## src/rtl/icache_fill_ctrl_pkg.sv

```systemverilog
// Shared definitions for the instruction-cache miss/fill controller:
// field widths, memory bus commands and the fill FSM state encoding.
package icache_fill_ctrl_pkg;

    localparam int ADDR_W = 32;
    localparam int OFF_W  = 3;
    localparam int IDX_W  = 7;
    localparam int TAG_W  = ADDR_W - IDX_W - OFF_W;
    localparam int DATA_W = 64;
    localparam int MTAG_W = 4;
    localparam int BLK_W  = ADDR_W - OFF_W;

    typedef enum logic [1:0] {
        BUS_NONE  = 2'h0,
        BUS_LOAD  = 2'h1,
        BUS_STORE = 2'h2
    } bus_cmd_e;

    typedef enum logic [1:0] {
        IDLE = 2'd0,
        REQ  = 2'd1,
        WAIT = 2'd2,
        FILL = 2'd3
    } fill_state_e;

    // A block address is the byte address with the offset bits dropped.
    function automatic logic [IDX_W-1:0] blk_idx(input logic [BLK_W-1:0] blk);
        return blk[IDX_W-1:0];
    endfunction

    function automatic logic [TAG_W-1:0] blk_tag(input logic [BLK_W-1:0] blk);
        return blk[BLK_W-1:IDX_W];
    endfunction

endpackage

```

## src/rtl/icache_fill_ctrl.sv

```systemverilog
// Miss/fill controller for a 128x64 direct-mapped instruction cache: returns hits
// combinationally and services one outstanding miss at a time over the tagged memory bus.
module icache_fill_ctrl
    import icache_fill_ctrl_pkg::*;
(
    input  logic              clock,
    input  logic              reset,

    input  logic [ADDR_W-1:0] proc2Icache_addr,
    input  logic              proc2Icache_en,
    output logic [DATA_W-1:0] Icache_data_out,
    output logic              Icache_valid_out,

    output logic [IDX_W-1:0]  rd1_idx,
    output logic [TAG_W-1:0]  rd1_tag,
    input  logic [DATA_W-1:0] rd1_data,
    input  logic              rd1_valid,

    output logic              wr1_en,
    output logic [IDX_W-1:0]  wr1_idx,
    output logic [TAG_W-1:0]  wr1_tag,
    output logic [DATA_W-1:0] wr1_data,

    output logic [1:0]        proc2mem_command,
    output logic [ADDR_W-1:0] proc2mem_addr,
    input  logic [MTAG_W-1:0] mem2proc_response,
    input  logic [DATA_W-1:0] mem2proc_data,
    input  logic [MTAG_W-1:0] mem2proc_tag
);

    fill_state_e       r_state;
    logic [MTAG_W-1:0] r_saved_tag;
    logic [BLK_W-1:0]  r_miss_blk;
    logic [DATA_W-1:0] r_fill_data;
    logic              r_wr_en;
    bus_cmd_e          r_cmd;

    logic [BLK_W-1:0]  w_fetch_blk;
    logic              w_idle;
    logic              w_miss;
    logic              w_tag_match;
    logic              w_unused_offset;

    assign w_fetch_blk = proc2Icache_addr[ADDR_W-1:OFF_W];
    // The cache is block-granular, so the byte offset never takes part in lookup.
    assign w_unused_offset = ^proc2Icache_addr[OFF_W-1:0];

    assign w_idle      = (r_state == IDLE);
    assign w_miss      = w_idle && proc2Icache_en && !rd1_valid;
    // Tag 0 means "no data this cycle", so it can never complete a fill.
    assign w_tag_match = (mem2proc_tag != '0) && (mem2proc_tag == r_saved_tag);

    assign rd1_idx          = blk_idx(w_fetch_blk);
    assign rd1_tag          = blk_tag(w_fetch_blk);
    assign Icache_data_out  = rd1_data;
    // A hit is only reported from IDLE so fetch never races an in-flight fill.
    assign Icache_valid_out = w_idle && proc2Icache_en && rd1_valid;

    always_ff @(posedge clock or negedge reset) begin
        if (!reset) begin
            r_state     <= IDLE;
            r_saved_tag <= '0;
            r_miss_blk  <= '0;
            r_fill_data <= '0;
            r_wr_en     <= 1'b0;
            r_cmd       <= BUS_NONE;
        end else begin
            // NOTE: default-low here makes wr1_en a one-cycle pulse without an extra branch per state.
            r_wr_en <= 1'b0;
            case (r_state)
                IDLE: begin
                    if (w_miss) begin
                        r_miss_blk <= w_fetch_blk;
                        r_cmd      <= BUS_LOAD;
                        r_state    <= REQ;
                    end
                end
                REQ: begin
                    // A zero response is a bus refusal; the LOAD stays up and is retried.
                    if (mem2proc_response != '0) begin
                        r_saved_tag <= mem2proc_response;
                        r_cmd       <= BUS_NONE;
                        r_state     <= WAIT;
                    end
                end
                WAIT: begin
                    if (w_tag_match) begin
                        r_fill_data <= mem2proc_data;
                        r_wr_en     <= 1'b1;
                        r_state     <= FILL;
                    end
                end
                FILL: begin
                    r_saved_tag <= '0;
                    r_state     <= IDLE;
                end
                default: begin
                    r_state <= IDLE;
                end
            endcase
        end
    end

    assign wr1_en           = r_wr_en;
    assign wr1_idx          = blk_idx(r_miss_blk);
    assign wr1_tag          = blk_tag(r_miss_blk);
    assign wr1_data         = r_fill_data;
    assign proc2mem_command = r_cmd;
    assign proc2mem_addr    = {r_miss_blk, {OFF_W{1'b0}}};

endmodule

```

## config.mk

```make
export PLATFORM = sky130hd
export DESIGN_NAME = icache_fill_ctrl
export DESIGN_NICKNAME = d
export VERILOG_FILES = /design/src/rtl/icache_fill_ctrl_pkg.sv /design/src/rtl/icache_fill_ctrl.sv
export SDC_FILE = /design/constraint.sdc
export NUM_CORES = 1
export LEC_CHECK = 0
export CAP_MARGIN = 20
export CELL_PAD_IN_SITES_DETAIL_PLACEMENT = 0
export CELL_PAD_IN_SITES_GLOBAL_PLACEMENT = 1
export CORE_MARGIN = 2
export CORE_UTILIZATION = 22
export CTS_BUF_LIST = sky130_fd_sc_hd__clkbuf_8
export DETAILED_ROUTE_END_ITERATION = 6
export GPL_TIMING_DRIVEN = 0
export PLACE_DENSITY_LB_ADDON = 0.1
export SLEW_MARGIN = 20
export SYNTH_ARGS = -nofsm -noshare
export SYNTH_HDL_FRONTEND = slang
export SYNTH_SLANG_ARGS = --single-unit
```

## constraint.sdc

```tcl
create_clock -name clock -period 1.69 [get_ports clock]
set_input_delay 0.4225 -clock clock [delete_from_list [all_inputs] [get_ports clock]]
set_output_delay 0.4225 -clock clock [all_outputs]
set_load 0.05 [all_outputs]
```

# Word-level counts from Yosys, hierarchy flattened
# Cells that the tools add are included.
[classes] add_sub_neg=0 multipliers=0 div_mod_pow=0 magnitude_cmp=0 eq_ne=7 shifts=0 n_mux=10 n_bitwise=0 n_reduce_logical=15
[ops] operator="two-way mux 2 bit" n=4
[ops] operator="case mux 2 bit (4 select lines)" n=1
[ops] operator="case mux 4 bit (2 select lines)" n=1
[ops] operator="nonzero test 4 bit" n=2
[ops] operator="AND reduction 2 bit" n=3
[ops] operator="AND reduction 3 bit" n=2
[ops] operator="equality test 2 bit, second input constant" n=2
[ops] operator="equality test 4 bit" n=1
[ops] operator="logical AND 1 bit" n=4
[ops] operator="two-way mux 4 bit" n=1
[ops] operator="inequality test 2 bit, second input constant" n=2
[ops] operator="case mux 2 bit (2 select lines)" n=1
[ops] operator="nonzero test 2 bit" n=2
[ops] operator="equality test 2 x 1 -> 1 bit, second input constant" n=1
[ops] operator="logical NOT 2 bit" n=1
[ops] operator="two-way mux 1 bit" n=2
[ops] operator="inequality test 2 x 1 -> 1 bit, second input constant" n=1
[ops] operator="logical NOT 1 bit" n=1
[word_totals] ff_bits=102 latchBits=0 ramBits=0 romBits=0 input_bits=172 out_inout_bits=222 wordCells=38 n_memories=0

# Longest topological paths before layout
[logic_depth] word_depth=5 depth_mapped=7 depth_no_buf=6

# Worst setup path after synthesis
# OpenSTA, ideal clock, no wires.
[synth_path] path_type="register to register" start="register r_state[1]" end="register r_state[1]" setup_time_ps=125 arrival_time_ps=1744 t_required_ps=1565 slack_ps=-178 path_stages_with_launch=8 n_path_buf=1 period_less_slack_ps=1868 cell_sequence="dfrtp_1 > inv_1 > ha_1 > buf_4 > or4b_1 > o2bb2ai_2 > a211oi_1 > mux2_2"
[synth_between] elab_chain_cells=5 word_cells_on_any_way=11 cone_classes="6 x eq/ne; 1 x mux; 4 x reduce/logical"
[synth_lines] item="from (decl)" line_no="icache_fill_ctrl.sv:31" text="fill_state_e r_state;"
[synth_lines] item="from (signal assigned)" line_no="icache_fill_ctrl.sv:61" text="r_state <= IDLE;"
[synth_lines] item="from (signal assigned)" line_no="icache_fill_ctrl.sv:75" text="r_state <= REQ;"
[synth_lines] item="from (signal assigned)" line_no="icache_fill_ctrl.sv:83" text="r_state <= WAIT;"
[synth_lines] item="logical NOT 2 bit" line_no="icache_fill_ctrl.sv:48, icache_fill_ctrl.sv:70"
[synth_lines] item="logical AND 1 bit (2 in series)" line_no="icache_fill_ctrl.sv:49" text="assign w_miss = w_idle && proc2Icache_en && !rd1_valid;"
[synth_lines] item="inequality test 2 x 1 -> 1 bit (no source line)"
[synth_lines] item="AND reduction 3 bit (no source line)"
# Parallel ways exist; a longest one is shown, timed or not.
# A chain may end at the register's enable or synchronous reset.

# Final worst setup path
[layout_path] start="register r_saved_tag[3]" end="register r_fill_data[38], in the netlist wr1_data[38]"
[layout_between] elab_chain_cells=3
[layout_lines] item="from (decl)" line_no="icache_fill_ctrl.sv:32" text="logic [MTAG_W-1:0] r_saved_tag;"
[layout_lines] item="from (signal assigned)" line_no="icache_fill_ctrl.sv:81" text="r_saved_tag <= mem2proc_response;"
[layout_lines] item="equality test 4 bit" line_no="icache_fill_ctrl.sv:51" text="assign w_tag_match = (mem2proc_tag != '0) && (mem2proc_tag == r_saved_tag);"
[layout_lines] item="logical AND 1 bit" line_no="icache_fill_ctrl.sv:51"
[layout_lines] item="AND reduction 2 bit (no source line)"
[layout_lines] item="to (signal assigned)" line_no="icache_fill_ctrl.sv:88" text="r_fill_data <= mem2proc_data;"
[layout_lines] item="to (decl)" line_no="icache_fill_ctrl.sv:34" text="logic [DATA_W-1:0] r_fill_data;"
# No other way between the ends.

==> flow_summary.json <==
{
  "synth_top_area_share_pct": 51.4,
  "ys_warn_count": 0,
  "antenna_found_initial": 0,
  "antennaDiodeCount": 0,
  "drt_first_pass_iters": 3,
  "syn_inst": 372,
  "p_seq_share_pct": 24.6,
  "postRouteAntennaNets": 0,
  "cts.sinks": 101,
  "avgSynthCellArea_sq_um": 13.2,
  "path_class": "flip-flop to flip-flop",
  "rr_endpoint": "wr1_data[38]",
  "worst_slack_ns": -0.183,
  "syn_area_sq_mm": 0.00492,
  "maxCapViolCount": 0,
  "irDropWorstVdd_mv": 0.890,
  "p_sw_share_pct": 52.1,
  "critical_path_required_ns": 1.96,
  "powerDensity_mw_per_mm2": 1980,
  "grt_max_degree": 54,
  "drtIter0Drc": 64,
  "fmax_ghz": 0.534,
  "hold_slack_ns": 0.497,
  "dp_hpwl_um": 11500,
  "htreeDepth": 3,
  "min_path_cells": 1,
  "tns_ns": -10.19,
  "yosysUniqueCellTypes": 28,
  "drc": 0,
  "ff2ff_setup_slack_ns": -0.18,
  "cts_buffers": 9,
  "first_global_vias": 4174,
  "async_flop_share_pct": 100,
  "tritoncts": "built",
  "track_usage_pct": 12.3,
  "die_y_um": 154,
  "rr_worst_depth": 7,
  "maxSlewViolCount": 0,
  "dr_total_vias": 3939,
  "period_minus_slack_ns": 1.87,
  "p_int_mw": 8.54,
  "netlist_top_cells_count": "buf_4 (128), dfrtp_1 (101), mux2_1 (49)",
  "synth_top_area_cell": "dfrtp_1",
  "ios": 394,
  "critPathCaptureType": "flip-flop",
  "wl_um": 15200,
  "clk-insertion-delay-late_ns": 0.38,
  "drt-wirelength-per-cell_um": 15.0,
  "clockBufferDepth": 2,
  "io_buffer_count": 322,
  "finalPower_mw": 17.8,
  "area_delta_synth_final_pct": 82.5,
  "p_switching_mw": 9.28,
  "clock-root-buffer": "clkbuf_8",
  "grt_pass1_wl_um": 23000,
  "ys.flop_type": "dfrtp_1",
  "relSlewSlack_pct": 66.3,
  "finClkSkew_ns": 0.0160,
  "synth-edff-count": 0,
  "coreArea_sq_mm": 0.0219,
  "leakagePower_nw": 4.25,
  "synthTopCellsByArea": "dfrtp_1 (51%), buf_4 (20%), mux2_1 (11%)",
  "ys_seq_area_share_pct": 51.4,
  "hp-class": "flip-flop to flip-flop",
  "viasPerCell": 3.88,
  "synth_seq_cells": 101,
  "worstMarginPinSlew_ns": 0.505,
  "clk_pin_slew_ns": 0.10,
  "rsz0062_at_grt": "true",
  "die_area_sq_mm": 0.0236,
  "rr_startpoint": "r_saved_tag[3]",
  "start_util_pct": 22.5,
  "setup_viol": 67,
  "hold_end": "wr1_data[36]",
  "startpoint_type": "flip-flop",
  "fp.dieW_um": 154,
  "synth_most_common_cell": "buf_4",
  "crit_fanout": 10,
  "violations": "negative setup slack",
  "crit_start": "r_saved_tag[3]",
  "min-delay-start": "wr1_data[36]",
  "clkPwrFrac_pct": 8.1,
  "final_layout_size_suffix_gt1_share_pct": 66.1,
  "worstPathArrival_ns": 2.14,
  "gp_congestion": 0.669,
  "status": "finished, violations left",
  "nets": 906,
  "period_share_pct": 111,
  "grt_overflow_total": 0,
  "hold_viol_final": 0,
  "power_frac_comb_pct": 67.2,
  "fp-row-count": 54
}
==> metal layers <==
metal  vias to the layer above  wire length [um]  track usage, %  share of wire, %
met2                       219              8050            22.5                53
met3                         9              1850            6.23                12
met4                         0               149            3.01              0.98
met1                      1883              5120            12.3                34
met5                         -                 0               0                 0
li1                       1828                 -               -                 -
==> state kept, by name (all words and copies together) (netlist names) <==
signal / cells
proc2mem_command: 1
r_miss_blk: 29
wr1_en: 1
r_saved_tag: 4
wr1_data: 64
r_state: 2
==> layout make-up <==
cell class / count / area (sq um)
Fill cell: 2146 / 12900
Clock inverter: 7 / 51.3
Inverter: 2 / 10.0
Buffer: 135 / 1080
Timing Repair Buffer: 345 / 3260
Tap cell: 280 / 350
Multi-Input combinational cell: 135 / 1570
Sequential cell: 101 / 2530
Clock buffer: 9 / 124
==> how the worst max path moves through the flow <==
stage,end,slack (ns),depth (start not counted)
after global placement,r_miss_blk[2],-3.97,1
after global routing,wr1_data[36],-0.29,7
after CTS,wr1_data[27],-0.21,7
after floorplan,r_miss_blk[14],-0.08,5
final,wr1_data[38],-0.18,7
after detailed placement,wr1_data[27],-0.72,7
==> logic make-up (layout without fill, tap and decap cells) <==
group | Yosys count | after routing | synth area share [%]
compound gates | 10 | 10 | 1.53
flops | 101 | 101 | 51.4
xor+xnor | 3 | 3 | 0.534
other cells | 1 | 4 | 0.0762
simple gates | 15 | 15 | 1.73
fa+ha+maj | 5 | 5 | 1.27
mux | 98 | 98 | 22.3
buf+inv | 139 | 498 | 21.2
==> through the flow <==
stage                     area [sq um]  setup WS, ns  std cells  utilization [%]
after floorplan                   5040       -0.0780        375                -
after global placement            8610         -3.97        977             39.4
after detailed placement          8640        -0.720        978             39.5
after CTS                         8810        -0.211       1009             40.2
after global routing              8980        -0.294       1014             41.0
final                             8980        -0.183       1014             41.0
==> power groups by stage <==
| stage | Combinational, mW | Sequential (mW) | Clock (mW) |
|---|---|---|---|
| finish | 12.0 | 4.39 | 1.45 |
| global route | 12.4 | 4.59 | 1.64 |
| CTS | 11.9 | 4.40 | 1.57 |
| detailed placement | 12.2 | 4.43 | 0 |
| global placement | 12.1 | 4.38 | 0 |
| floorplan | 4.07 | 8.40 | 0 |
==> cells in the final DEF (no fill, tap or decap), types with 2 or more instances in the layout <==
cell | synthesis | layout
clkinv_4 | 0 | 2
buf_6 | 5 | 6
xnor2_1 | 3 | 3
ha_4 | 0 | 2
ha_1 | 5 | 2
dfrtp_1 | 101 | 100
buf_8 | 0 | 4
inv_6 | 0 | 2
mux2_1 | 49 | 15
buf_4 | 128 | 215
conb_1 | 1 | 4
buf_16 | 0 | 2
dlygate4sd2_1 | 0 | 4
buf_12 | 0 | 6
buf_2 | 1 | 30
clkdlybuf4s50_1 | 0 | 99
clkbuf_4 | 0 | 15
o21ai_0 | 5 | 4
clkbuf_16 | 0 | 2
clkbuf_8 | 0 | 9
mux2i_1 | 4 | 4
clkdlybuf4s15_2 | 0 | 94
mux2_4 | 0 | 34
mux2_2 | 45 | 45
nand2_1 | 6 | 5
==> critical path, cell delays in order, from the launching register on <==
cell and delay, ns:
dfrtp_1 0.39, or2_1 0.22, o21a_1 0.20, nor3b_4 0.23
buf_6 0.15, buf_12 0.12, buf_12 0.13, mux2_1 0.32
==> repair_timing <==
action,in CTS,in global routing
cloned,1,2
endpoints found under the hold margin,48,0
pin swaps,7,3
gates resized for setup,679,53
hold buffers,1,0
setup endpoints to repair,318,113
buffers inserted,14,4
Note: power is estimated with default switching activity, not from simulation.
